### src/rtl/uart_rx_frame.sv
// 16x-oversampling UART receiver: two-flop line synchroniser, start-bit glitch filter,
// LSB-first data recovery, stop-bit check and a one-deep valid/ready output register.
module uart_rx_frame #(
    parameter int CLK_FREQ  = 50000000,
    parameter int BAUD      = 9600,
    parameter int DATA_BITS = 8,
    parameter int TICK_DIV  = CLK_FREQ / (BAUD * 16)
) (
    input  logic       clk_50,
    input  logic       rst_n,
    input  logic       rx_uart,
    output logic [7:0] rx_data,
    output logic       rx_valid,
    input  logic       rx_ready,
    output logic       frame_err,
    output logic       overrun_err,
    output logic       busy
);

    localparam int             TW        = (TICK_DIV > 1) ? $clog2(TICK_DIV) : 1;
    localparam logic [TW-1:0]  TICK_LAST = TW'(TICK_DIV - 1);
    localparam logic [3:0]     BIT_LAST  = 4'(DATA_BITS - 1);

    typedef enum logic [2:0] {
        IDLE      = 3'd0,
        START     = 3'd1,
        DATA      = 3'd2,
        STOP      = 3'd3,
        WAIT_HIGH = 3'd4
    } state_t;

    state_t                 r_state;
    logic                   r_sync_p0;
    logic                   r_sync_p1;
    logic                   r_rxs_p2;
    logic [TW-1:0]          r_tick_cnt;
    logic [3:0]             r_smp_cnt;
    logic [3:0]             r_bit_cnt;
    logic [DATA_BITS-1:0]   r_shift;
    logic [7:0]             r_rx_data;
    logic                   r_rx_valid;
    logic                   r_frame_err;
    logic                   r_overrun;
    logic                   r_busy;

    logic                   w_rxs;
    logic                   w_fall;
    logic                   w_tick;
    logic                   w_deliver;
    logic [DATA_BITS-1:0]   w_shift_nx;
    logic [7:0]             w_byte;

    assign w_rxs     = r_sync_p1;
    assign w_fall    = r_rxs_p2 & ~w_rxs;
    assign w_tick    = (r_state != IDLE) && (r_tick_cnt == TICK_LAST);
    assign w_deliver = (r_state == STOP) && w_tick && (r_smp_cnt == 4'd15) && w_rxs;
    assign w_byte    = 8'(r_shift);

    // New bits enter at the MSB so the first (LSB) bit ends up in bit 0.
    always_comb begin
        w_shift_nx = r_shift;
        for (int i = 0; i < DATA_BITS - 1; i++) begin
            w_shift_nx[i] = r_shift[i+1];
        end
        w_shift_nx[DATA_BITS-1] = w_rxs;
    end

    // ---- stage p0/p1: line synchroniser, p2: previous value for edge detect
    always_ff @(posedge clk_50 or negedge rst_n) begin
        if (!rst_n) begin
            r_sync_p0 <= 1'b1;
            r_sync_p1 <= 1'b1;
            r_rxs_p2  <= 1'b1;
        end else begin
            r_sync_p0 <= rx_uart;
            r_sync_p1 <= r_sync_p0;
            r_rxs_p2  <= r_sync_p1;
        end
    end

    always_ff @(posedge clk_50 or negedge rst_n) begin
        if (!rst_n) begin
            r_state     <= IDLE;
            r_tick_cnt  <= '0;
            r_smp_cnt   <= 4'd0;
            r_bit_cnt   <= 4'd0;
            r_shift     <= '0;
            r_frame_err <= 1'b0;
            r_busy      <= 1'b0;
        end else begin
            r_frame_err <= 1'b0;
            if (r_state == IDLE || w_tick)
                r_tick_cnt <= '0;
            else
                r_tick_cnt <= r_tick_cnt + 1'b1;

            case (r_state)
                IDLE: begin
                    if (w_fall) begin
                        r_state   <= START;
                        r_smp_cnt <= 4'd0;
                        r_busy    <= 1'b1;
                    end
                end
                START: begin
                    if (w_tick) begin
                        if (r_smp_cnt == 4'd7) begin
                            if (!w_rxs) begin
                                r_state   <= DATA;
                                r_smp_cnt <= 4'd0;
                                r_bit_cnt <= 4'd0;
                            end else begin
                                r_state <= IDLE;
                                r_busy  <= 1'b0;
                            end
                        end else begin
                            r_smp_cnt <= r_smp_cnt + 4'd1;
                        end
                    end
                end
                DATA: begin
                    if (w_tick) begin
                        r_smp_cnt <= r_smp_cnt + 4'd1;
                        if (r_smp_cnt == 4'd15) begin
                            r_shift   <= w_shift_nx;
                            r_bit_cnt <= r_bit_cnt + 4'd1;
                            if (r_bit_cnt == BIT_LAST)
                                r_state <= STOP;
                        end
                    end
                end
                STOP: begin
                    if (w_tick) begin
                        r_smp_cnt <= r_smp_cnt + 4'd1;
                        if (r_smp_cnt == 4'd15) begin
                            if (w_rxs) begin
                                r_state <= IDLE;
                                r_busy  <= 1'b0;
                            end else begin
                                r_state     <= WAIT_HIGH;
                                r_frame_err <= 1'b1;
                            end
                        end
                    end
                end
                WAIT_HIGH: begin
                    // A break or stuck-low line must not be read as a stream of frames.
                    if (w_rxs) begin
                        r_state <= IDLE;
                        r_busy  <= 1'b0;
                    end
                end
                default: begin
                    r_state <= IDLE;
                    r_busy  <= 1'b0;
                end
            endcase
        end
    end

    // ---- output register: one-deep, accept and reload may coincide
    always_ff @(posedge clk_50 or negedge rst_n) begin
        if (!rst_n) begin
            r_rx_data  <= 8'd0;
            r_rx_valid <= 1'b0;
            r_overrun  <= 1'b0;
        end else begin
            r_overrun <= 1'b0;
            if (w_deliver) begin
                if (!r_rx_valid || rx_ready) begin
                    r_rx_data  <= w_byte;
                    r_rx_valid <= 1'b1;
                end else begin
                    r_overrun <= 1'b1;
                end
            end else if (r_rx_valid && rx_ready) begin
                r_rx_valid <= 1'b0;
            end
        end
    end

    assign rx_data     = r_rx_data;
    assign rx_valid    = r_rx_valid;
    assign frame_err   = r_frame_err;
    assign overrun_err = r_overrun;
    assign busy        = r_busy;

endmodule

### config.mk
export PLATFORM = sky130hd
export DESIGN_NAME = uart_rx_frame
export DESIGN_NICKNAME = d
export VERILOG_FILES = /design/src/rtl/uart_rx_frame.sv
export SDC_FILE = /design/constraint.sdc
export NUM_CORES = 1
export LEC_CHECK = 0
export ABC_AREA = 0
export BUFFER_PORTS_ARGS = -buffer_cell sky130_fd_sc_hd__buf_4
export CAP_MARGIN = 20
export CORE_AREA = 10 10 86 96
export CTS_BUF_LIST = sky130_fd_sc_hd__clkbuf_2
export CTS_CLUSTER_DIAMETER = 150
export DETAILED_ROUTE_END_ITERATION = 6
export DIE_AREA = 0 0 96 106
export SYNTH_ARGS = -nofsm -noshare
export SYNTH_HDL_FRONTEND = slang
export SYNTH_SLANG_ARGS = --single-unit
### constraint.sdc
create_clock -name clk_50 -period 1.8 [get_ports clk_50]
set_clock_uncertainty 0.2 [all_clocks]
set_input_delay 0.27 -clock clk_50 [delete_from_list [all_inputs] [get_ports clk_50]]
set_output_delay 0.27 -clock clk_50 [all_outputs]
set_load 0.05 [all_outputs]
# Word-level counts from Yosys, hierarchy flattened
# Index checks and enable logic that the tools add are counted.
# totals
ff_bits	43
latch_bits	0
ramBits	0
rom_bits	0
output_inout_bits	12
memories	0
# op_classes
addsub	3
n_mul	0
div_mod_pow	0
magnitude_cmp	0
eq_ne	21
shifts	0
muxes	40
bitwise	3
reduce_logical	21
# op_table
cell	n
2-to-1 mux 4 bit	9
2-to-1 mux 3 bit	10
!= test 2 bit (second input constant)	9
2-to-1 mux 1 bit	15
case mux 3 bit (5 select lines)	1
case mux 4 bit (3 select lines)	1
AND reduction 6 bit	2
adder 9 x 1 -> 9 bit (second input constant)	1
equality test 9 bit (second input constant)	1
2-to-1 mux 9 bit	1
AND reduction 9 bit	1
adder 4 x 1 -> 4 bit (second input constant)	2
equality test 4 x 3 -> 1 bit (second input constant)	2
case mux 4 bit (2 select lines)	1
equality test 3 x 2 -> 1 bit (second input constant)	2
!= test 2 x 1 -> 1 bit (second input constant)	3
nonzero test 3 bit	2
logical AND 1 bit	5
case mux 1 bit (5 select lines)	1
AND reduction 5 bit	1
equality test 4 bit (second input constant)	1
AND reduction 2 bit	2
nonzero test 2 bit	2
equality test 3 x 1 -> 1 bit (second input constant)	1
10 further kinds	12

# Logic depth before layout (Yosys ltp)
# Gate-level depths: netlist (run 1).
# depth
ltp_word	7
mapped_depth	6
mapped_depth_nobuf	6

# Worst setup path after synthesis (run 1)
# OpenSTA, ideal clock, no wires.
# synth_path
path_kind	register -> register
from	register r_tick_cnt[0]
to	register r_shift[0]
setup_ps	125
arrival_ps	1672
setup_slack_ps	-197
path_stages_with_launch	7
path_buffers	0
period_less_slack_ps	1997
cell_sequence	dfrtp_1 inv_1 ha_1 and4b_1 nand2_4 nor3_4 mux2_2
# synth_via
elab_chain_cells	3
# synth_lines
item	line_no	text
start: declaration	36	logic [TW-1:0] r_tick_cnt;
start signal: assignment	95	r_tick_cnt <= r_tick_cnt + 1'b1;
equality test 9 bit	55	assign w_tick = (r_state != IDLE) && (r_tick_cnt == TICK_LAST);
logical AND 1 bit	55	
AND reduction 3 bit (no source line)	-	
end signal: assignment	125	r_shift <= w_shift_nx;
end: declaration	39	logic [DATA_BITS-1:0] r_shift;
# No other way between the ends.
# A chain may end at the register's enable or synchronous reset.

# Worst setup path after layout (run 1)
# layout_path
from	register r_tick_cnt[0]
to	register r_shift[2]
# The elaborated chain is that of the path after synthesis.

==> results of run 1 <==
power groups by stage:
| stage | registers, mW | clock network [mW] | logic (mW) |
|---|---|---|---|
| 2_1_floorplan | 1.17 | 0 | 0.201 |
| 3_3_place_gp | 1.14 | 0 | 0.435 |
| 3_5_place_dp | 1.15 | 0 | 0.438 |
| 4_1_cts | 1.13 | 0.452 | 0.452 |
| 5_1_grt | 1.15 | 0.473 | 0.535 |
| 6_report | 1.13 | 0.423 | 0.475 |
kinds of logic (layout without fill, tap and decap cells):
| family | count (synthesis) | in the layout | share of synthesized area |
|---|---|---|---|
| flops | 43 | 43 | 0.502 |
| simple gates | 66 | 66 | 0.198 |
| mux | 19 | 19 | 0.105 |
| compound gates | 27 | 27 | 0.104 |
| other cells | 0 | 1 | 0 |
| xor+xnor | 9 | 9 | 0.0367 |
| fa+ha+maj | 4 | 4 | 0.0233 |
| buf+inv | 14 | 84 | 0.0320 |
through the flow:
step | TNS, ns | util | instance area, sq um | power [mW] | instances
finish | -3.80 | 0.473 | 3010 | 2.03 | 335
global route | -5.33 | 0.472 | 3000 | 2.15 | 334
CTS | -3.45 | 0.450 | 2870 | 2.04 | 329
detailed placement | -3.78 | 0.423 | 2690 | 1.58 | 315
global placement | -3.19 | 0.423 | 2690 | 1.58 | 315
floorplan | -2.64 | - | 2170 | 1.37 | 182
worst register-to-register path, cell delays in order, from the launching register on:
cell and delay [ns]:
dfrtp_1 0.43, inv_1 0.06, ha_2 0.17, and4b_2 0.27, nand2_4 0.11, nor3_4 0.18
buf_12 0.17, mux2_4 0.31
cells in the mapped netlist, types with 3 or more instances:
| library cell | number | area [sq um] |
|---|---|---|
| nor3_1 | 3 | 15.0 |
| nand2_1 | 6 | 22.5 |
| inv_1 | 7 | 26.3 |
| xor2_1 | 7 | 61.3 |
| mux2_4 | 3 | 45.0 |
| nor2_1 | 17 | 63.8 |
| clkbuf_1 | 3 | 11.3 |
| dfrtp_1 | 40 | 1000 |
| a31oi_1 | 3 | 18.8 |
| o21ai_0 | 4 | 20.0 |
| nand3_1 | 8 | 40.0 |
| mux2_2 | 16 | 180 |
| ha_1 | 4 | 50.1 |
| dfstp_2 | 3 | 78.8 |
registers in the layout (all words and copies together), names as in the netlist, 3 cells and up:
register and flops:
r_bit_cnt 4, r_shift 8, r_smp_cnt 4, r_state 3, r_tick_cnt 9, rx_data 8
layout make-up:
| type | count | share of cell area |
|---|---|---|
| timing repair buffer | 69 | 0.187 |
| antenna | 1 | 0.000832 |
| multi-input combinational | 125 | 0.395 |
| clock buffer | 5 | 0.00832 |
| tap | 82 | 0.0341 |
| clock inverter | 3 | 0.00666 |
| inverter | 7 | 0.00874 |
| sequential | 43 | 0.360 |
routing by layer:
| metal | wire length [um] | vias up | part of all wire | track usage |
|---|---|---|---|---|
| met5 | 0 | - | 0 | 0 |
| met4 | 136 | 0 | 0.027 | 0.0454 |
| met3 | 100 | 12 | 0.020 | 0.0225 |
| met2 | 2620 | 23 | 0.53 | 0.164 |
| met1 | 2140 | 840 | 0.43 | 0.117 |
| li1 | - | 802 | - | - |
worst paths after layout:
check	depth (start not counted)	to	slack (ns)
setup / recovery	7	r_shift[2]	-0.17
hold / removal	2	rx_data[0]	0.15
setup reg to reg	7	r_shift[2]	-0.17
hold reg to reg	0	r_sync_p1	0.19
max in group asynchronous	2	r_sync_p1	0.86
min in group clk_50	0	r_sync_p1	0.19
what timing repair did:
action / in CTS / in global routing
endpoints found under the hold margin: 46 / 0
cloned: 0 / 0
buffers inserted: 4 / 5
hold buffers: 3 / 0
resized for setup: 18 / 24
setup endpoints to repair: 28 / 29
pin swaps: 7 / 3
==> flow_summary_export.csv, run 1 <==
group,metric,value,unit
outcome,status,"finished, violations left",
outcome,violations,"negative setup slack",
cts,cts_buffer_depth,2,
routing,wl,5.00,mm
timing,drv_slew,0,
timing,fin_crit_sh,1.09,
setup_path,startpoint_type,"register",
power_and_ir_drop,p_seq_frac,0.558,
cts,cts_htree_levels,2,
grt,grt_usage,0.0988,
cts,cts-root-buf,"clkbuf_2",
timing,tightestPinTransition,0.560,ns
power_and_ir_drop,leakage,1.39,nW
setup_path,end_kind,"register",
routing,drt_iter0_drc,69,
routing,drc,0,
setup_path,cpMaxStageDelayCell,"dfrtp_1",
power_and_ir_drop,power_switching,624,uW
layout,finalNetCount,259,
cts,clkTransAtPathRegs,0.22,ns
cts,clock_sinks,43,
layout,final_common_cell,"buf_4",
logic_synthesis,synth_area_per_cell,11.8,sq um
setup_path,required,1.93,ns
logic_synthesis,yosysWarnings,0,
layout,multi_input_area,0.00119,sq mm
power_and_ir_drop,switching_share,0.307,
routing,drt.antenna.violating_nets,0,
cts,cts_tree,"done",
floorplan,die_h,106,um
logic_synthesis,ys_ff_latch,43,
setup_path,max_stage_delay,0.43,ns
routing,post_drt_via_cell_ratio,5.01,
logic_synthesis,synth-edff-count,0,
setup_path,arrival,2.10,ns
floorplan,core,0.00636,sq mm
logic_synthesis,synth_area,0.00215,sq mm
setup_path,crit_buf_inv,2,
power_and_ir_drop,peakVddDrop,559,uV
placement,pre_cts_ws,-0.172,ns
setup_path,cp-startpoint,"r_tick_cnt[0]",
setup_path,path_max_fanout,8,
floorplan,rows,31,
routing,vias,1677,
placement,place.gp.congestion,0.825,
routing,wl_per_cell,14.9,um
grt,grt_pass1_wl,8.14,mm
timing,setup_viol,27,
logic_synthesis,ys.flop_type,"dfrtp_1",
setup_path,path_cells,"inv_1, ha_2, and4b_2, nand2_4, nor3_4, buf_12, mux2_4",
layout,n_fill_cell,597,
grt,grt_max_degree,44,
timing,fmax,508,MHz
floorplan,die-area,0.0102,sq mm
routing,first_pass_iters,4,
layout,final_layout_size_suffix_gt1_frac,0.520,
logic_synthesis,yosysSeqAreaShare,0.502,
cts,numCtsBuffers,5,
grt,grt_pass1_vias,1756,
timing,timing.hold.ws,0.147,ns
setup_path,critical_path.top_delay_family,"simple AND/OR/NAND/NOR gates",
floorplan,die_width,96,um
power_and_ir_drop,pwr-share-clk,0.208,
grt,grt_antenna_before_repair,0,
job,cap_violations,0,
grt,grt.overflow.total,0,
setup_path,reg2reg_from,"r_tick_cnt[0]",
power_and_ir_drop,combinationalPowerShare,0.234,
timing,slew-limit-headroom,0.627,
floorplan,pin_count,16,
placement,dp_hpwl,3.26,mm
worst_hold_path,hold_path_class,"input pin to async pin",
timing,period_needed,1.97,ns
power_and_ir_drop,pwr_density_cell,675,mW/mm^2
logic_synthesis,synth_nets,190,
setup_path,path_class,"register to register",
layout,layout_common_cells,"buf_4, dfrtp_1, mux2_4, nor2_1, nand3_1",
layout,seq_area,0.00108,sq mm
logic_synthesis,synth_cell_type_count,60,
timing,hold_viol,0,
logic_synthesis,syn_inst,182,
floorplan,start_util,0.338,
timing,setup_slack,-0.167,ns
timing,rsz0062_at_grt,"true",
placement,port_buffers,15,
layout,area_delta_synth_final,39.8,%
power_and_ir_drop,p_int,1.41,mW
cts,clkLatencyLatePin,0.42,ns
logic_synthesis,synth_async_sr_flop_share,1.00,
(Power assumes the default switching activity.)
==> run 2: changes to the inputs <==
--- a/config.mk
+++ b/config.mk
@@ -9,10 +9,11 @@
 export BUFFER_PORTS_ARGS = -buffer_cell sky130_fd_sc_hd__buf_4
 export CAP_MARGIN = 20
 export CORE_AREA = 10 10 86 96
-export CTS_BUF_LIST = sky130_fd_sc_hd__clkbuf_2
+export CTS_BUF_LIST = sky130_fd_sc_hd__clkbuf_8 sky130_fd_sc_hd__clkbuf_16
 export CTS_CLUSTER_DIAMETER = 150
 export DETAILED_ROUTE_END_ITERATION = 6
 export DIE_AREA = 0 0 96 106
+export PLACE_DENSITY = 0.52
 export SYNTH_ARGS = -nofsm -noshare
 export SYNTH_HDL_FRONTEND = slang
 export SYNTH_SLANG_ARGS = --single-unit
==> constraint.sdc (replaced) <==
create_clock -name clk_50 -period 2 [get_ports clk_50]
set_clock_uncertainty 0.2 [all_clocks]
set_input_delay 0.3 -clock clk_50 [delete_from_list [all_inputs] [get_ports clk_50]]
set_output_delay 0.3 -clock clk_50 [all_outputs]
set_load 0.05 [all_outputs]
==> flow_summary_export.csv, run 2 (synthesis results as in run 1) <==
group,metric,value,unit
outcome,status,"complete, no violations",
grt,grt_max_degree,44,
layout,area_delta_synth_final,29.8,%
timing,setup_slack,0.0452,ns
timing,fin_crit_sh,0.977,
timing,hold_viol,0,
routing,vias,1528,
timing,drv_slew,0,
placement,pre_cts_ws,0.00166,ns
placement,port_buffers,15,
worst_hold_path,hp-start,"rx_ready",
worst_hold_path,hold_path_class,"input pin to register",
layout,final_cells,314,
routing,drt.antenna.violating_nets,0,
cts,numCtsBuffers,5,
routing,drt_iter0_drc,49,
layout,final_layout_size_suffix_gt1_frac,0.448,
setup_path,path_class,"register to register",
grt,grt_antenna_before_repair,0,
power_and_ir_drop,pwr_density_cell,755,mW/mm^2
setup_path,cp-startpoint,"r_tick_cnt[4]",
grt,grt_pass1_vias,1573,
placement,place_area,0.00258,sq mm
timing,fmax,512,MHz
setup_path,rr_worst_depth,4,
job,cap_violations,0,
power_and_ir_drop,peakVddDrop,692,uV
floorplan,die-area,0.0102,sq mm
routing,wl_per_cell,13.9,um
cts,clock_sinks,43,
cts,clkLatencyLatePin,0.30,ns
placement,dp_cells,303,
layout,largest_reg_flops,9,
power_and_ir_drop,leakage,1.30,nW
layout,finalNetCount,239,
cts,clkTransAtPathRegs,0.09,ns
floorplan,pin_count,16,
placement,dp_hpwl,3.14,mm
layout,n_fill_cell,630,
placement,place.gp.congestion,0.801,
routing,wl,4.38,mm
timing,setup_viol,0,
layout,layout_common_cells,"buf_4, dfrtp_1, nor2_1, mux2_2, nand3_1",
timing,setup-tns-final,0,ns
floorplan,die_h,106,um
grt,grt_usage,0.0915,
routing,first_pass_iters,4,
setup_path,startpoint_type,"register",
cts,cts-root-buf,"clkbuf_8",
setup_path,r2r_end,"r_bit_cnt[0]",
setup_path,critPathCapture,"r_bit_cnt[0]",
setup_path,end_kind,"register",
setup_path,ff2ff_setup_slack,0.05,ns
timing,slew-limit-headroom,0.626,
timing,rsz0062_at_grt,"true",
cts,cts_tree,"done",
setup_path,arrival,1.94,ns
setup_path,path_max_fanout,7,
grt,grt.overflow.total,0,
routing,drc,0,
floorplan,rows,31,
cts,cts_buffer_depth,2,
setup_path,required,1.99,ns
layout,diodes,0,
setup_path,reg2reg_from,"r_tick_cnt[4]",
layout,final_common_cell,"buf_4",
floorplan,start_util,0.338,
layout,largest_register,"r_tick_cnt",
cts,cts_htree_levels,2,
layout,final_area,0.00279,sq mm
routing,post_drt_via_cell_ratio,4.87,
floorplan,core,0.00636,sq mm
timing,period_needed,1.95,ns
timing,tightestPinTransition,0.561,ns
grt,grt_pass1_wl,7.49,mm
floorplan,die_width,96,um
## run 2: repair_timing
| item | 4_1_cts | 5_1_grt |
|---|---|---|
| hold endpoints to repair | 41 | 0 |
| endpoints found under the setup margin | 14 | 25 |
| buffers inserted | 0 | 1 |
| pin swaps | 2 | 2 |
| resized for setup | 1 | 17 |
| hold buffers | 2 | 0 |
## run 2: stage by stage
step	utilization	total power, mW	hold WS [ns]
after floorplan	-	1.24	-0.196
after global placement	0.406	1.41	0.130
after detailed placement	0.406	1.42	0.128
after CTS	0.427	2.11	0.112
after global routing	0.439	2.23	0.104
final	0.439	2.11	0.118
## run 2: worst max-delay path, stage by stage, from the launching register on
cell	delay [ns]
dfrtp_1	0.43
nor4b_4	0.38
nand2_4	0.15
or3_4	0.43
mux2_4	0.26
## run 2: worst min-delay path by stage
stage / to / depth (start not counted)
global placement: r_tick_cnt[5] / 1
CTS: overrun_err / 3
floorplan: busy / 0
global route: overrun_err / 3
finish: overrun_err / 3
detailed placement: r_tick_cnt[5] / 1
## run 2: cell type report
class / instances / area, sq um / share of cell area
sequential: 43 / 1080 / 0.387
multi-input combinational: 125 / 1070 / 0.384
timing repair buffer: 49 / 398 / 0.142
tap: 82 / 103 / 0.0367
clock buffer: 5 / 68.8 / 0.0246
clock inverter: 3 / 43.8 / 0.0157
inverter: 7 / 26.3 / 0.00941
## run 2: where the power goes
part           internal (mW)  leakage, nW  switching (mW)
Sequential             0.948        0.554          0.0732
Clock                  0.372       0.0581           0.310
Combinational          0.218        0.685           0.188
Total                   1.54         1.30           0.571
## run 2: per-layer routing
layer  vias to the layer above  wire (um)  GRT usage  part of all wire
met2                        14       2210      0.147              0.50
met5                         -          0          0                 0
met3                         5         90     0.0218             0.021
met4                         0         75     0.0411             0.017
met1                       749       2000      0.112              0.46
li1                        760          -          -                 -
==> run 3: changes to the inputs <==
==> constraint.sdc (replaced) <==
create_clock -name clk_50 -period 2.08 [get_ports clk_50]
set_clock_uncertainty 0.2 [all_clocks]
set_input_delay 0.312 -clock clk_50 [delete_from_list [all_inputs] [get_ports clk_50]]
set_output_delay 0.312 -clock clk_50 [all_outputs]
set_load 0.05 [all_outputs]
==> flow_summary_export.csv, run 3 (synthesis results as in run 1) <==
group,metric,value,unit
power_and_ir_drop,total_power,1.92,mW
setup_path,end_kind,"register",
layout,final_layout_size_suffix_gt1_frac,0.396,
layout,diodes,0,
job,cap_violations,0,
setup_path,critical_path.top_delay_family,"simple AND/OR/NAND/NOR gates",
routing,vias,1525,
floorplan,core,0.00636,sq mm
cts,clkTransAtPathRegs,0.09,ns
power_and_ir_drop,power_switching,578,uW
layout,area_delta_synth_final,24.4,%
setup_path,max_stage_delay,0.60,ns
grt,grt.overflow.total,0,
cts,cts-root-buf,"clkbuf_8",
power_and_ir_drop,p_int,1.34,mW
setup_path,cpMaxStageDelayCell,"or4b_4",
timing,setup_viol,0,
timing,rsz0062_at_grt,"true",
power_and_ir_drop,p_seq_frac,0.519,
routing,first_pass_iters,4,
power_and_ir_drop,peakVddDrop,485,uV
floorplan,die_h,106,um
power_and_ir_drop,pwr-share-clk,0.299,
setup_path,required,2.08,ns
setup_path,arrival,2.00,ns
floorplan,start_util,0.338,
timing,setup_slack,0.0744,ns
timing,hold_viol,0,
setup_path,path_class,"register to register",
grt,grt_pass1_wl,7.72,mm
grt,grt_usage,0.0944,
timing,fin_crit_sh,0.964,
cts,numCtsBuffers,5,
layout,layout_common_cells,"dfrtp_1, buf_4, nor2_1, mux2_2, nand3_1",
placement,port_buffers,15,
floorplan,die-area,0.0102,sq mm
cts,cts_tree,"done",
timing,tightestPinTransition,0.545,ns
power_and_ir_drop,switching_share,0.301,
timing,period_needed,2.01,ns
routing,wl_per_cell,14.6,um
cts,cts_buffer_depth,2,
setup_path,path_cells,"or4b_4, o22ai_4, nand2_2, mux2_4",
setup_path,startpoint_type,"register",
layout,final_common_cell,"dfrtp_1",
placement,place.gp.congestion,0.794,
power_and_ir_drop,pwr_density_cell,718,mW/mm^2
grt,grt_pass1_vias,1589,
placement,dp_hpwl,3.15,mm
routing,drt_iter0_drc,58,
floorplan,die_width,96,um
layout,largest_reg_flops,9,
grt,grt_antenna_before_repair,0,
placement,pre_cts_ws,0.0333,ns
floorplan,pin_count,16,
routing,post_drt_via_cell_ratio,4.97,
power_and_ir_drop,combinationalPowerShare,0.182,
layout,finalNetCount,232,
timing,fmax,499,MHz
cts,cts_htree_levels,2,
layout,largest_register,"r_tick_cnt",
setup_path,crit_buf_inv,0,
cts,clock_sinks,43,
routing,drt.antenna.violating_nets,0,
timing,slew-limit-headroom,0.637,
routing,wl,4.47,mm
routing,drc,0,
grt,grt_max_degree,44,
cts,clkLatencyLatePin,0.30,ns
power_and_ir_drop,leakage,1.24,nW
outcome,status,"complete, no violations",
timing,drv_slew,0,
floorplan,rows,31,
setup_path,path_max_fanout,4,
worst_hold_path,hold_path_class,"input pin to register",
[run 3: cell types whose count changed in the layout (fill, tap and decap cells not counted), sizes merged]
cell,change
bufinv,-1
clkinv,-1
buf,-7
inv,+2
[run 3: layout make-up]
type                            count  area [sq um]
Clock inverter                      3          26.3
Clock buffer                        5          68.8
Inverter                            7          26.3
Timing Repair Buffer               42           345
Fill cell                         647          3680
Tap cell                           82           103
Multi-Input combinational cell    125          1030
Sequential cell                    43          1080
[run 3: metal layers]
layer / up-vias / track usage / part of all wire
li1: 742 / - / -
met1: 768 / 0.114 / 0.45
met2: 11 / 0.158 / 0.51
met3: 4 / 0.0190 / 0.019
met4: 0 / 0.0380 / 0.013
met5: - / 0 / 0
[run 3: worst paths after layout]
path,startpoint,depth (start not counted),end,slack (ns)
worst max-delay path,r_tick_cnt[5],4,r_smp_cnt[0],0.07
worst min-delay path,rx_ready,3,overrun_err,0.12
worst max register to register,r_tick_cnt[5],4,r_smp_cnt[0],0.07
worst min register to register,r_sync_p0,0,r_sync_p1,0.16
max in group asynchronous,rst_n,2,r_state[0],0.95
min in group asynchronous,rst_n,2,r_tick_cnt[7],0.33
[run 3: tightest hold or removal path, cell delays in order]
cell      delay [ns]
buf_4           0.07
nand2b_1        0.13
nor3_1          0.07
[run 3: power groups by stage]
| stage | registers [mW] | logic, mW | clock network [mW] |
|---|---|---|---|
| finish | 0.998 | 0.349 | 0.574 |
| global route | 1.01 | 0.400 | 0.635 |
| CTS | 0.997 | 0.334 | 0.598 |
| detailed placement | 1.01 | 0.331 | 0 |
| global placement | 1.01 | 0.325 | 0 |
| floorplan | 1.02 | 0.173 | 0 |
[run 3: through the flow]
step                       util  hold WS [ns]  cell area (sq um)   TNS (ns)  cells
after floorplan               -        -0.184               2150          0    182
after global placement    0.395         0.141               2510          0    294
after detailed placement  0.395         0.146               2510          0    294
after CTS                 0.413         0.121               2630          0    304
after global routing      0.421         0.126               2680  -0.000407    307
final                     0.421         0.123               2680          0    307
[run 3: repair_timing]
item,in CTS,in global routing
hold buffers,2,0
endpoints found under the setup margin,0,19
setup buffers,0,3
resized for setup,0,8
endpoints found under the hold margin,41,0
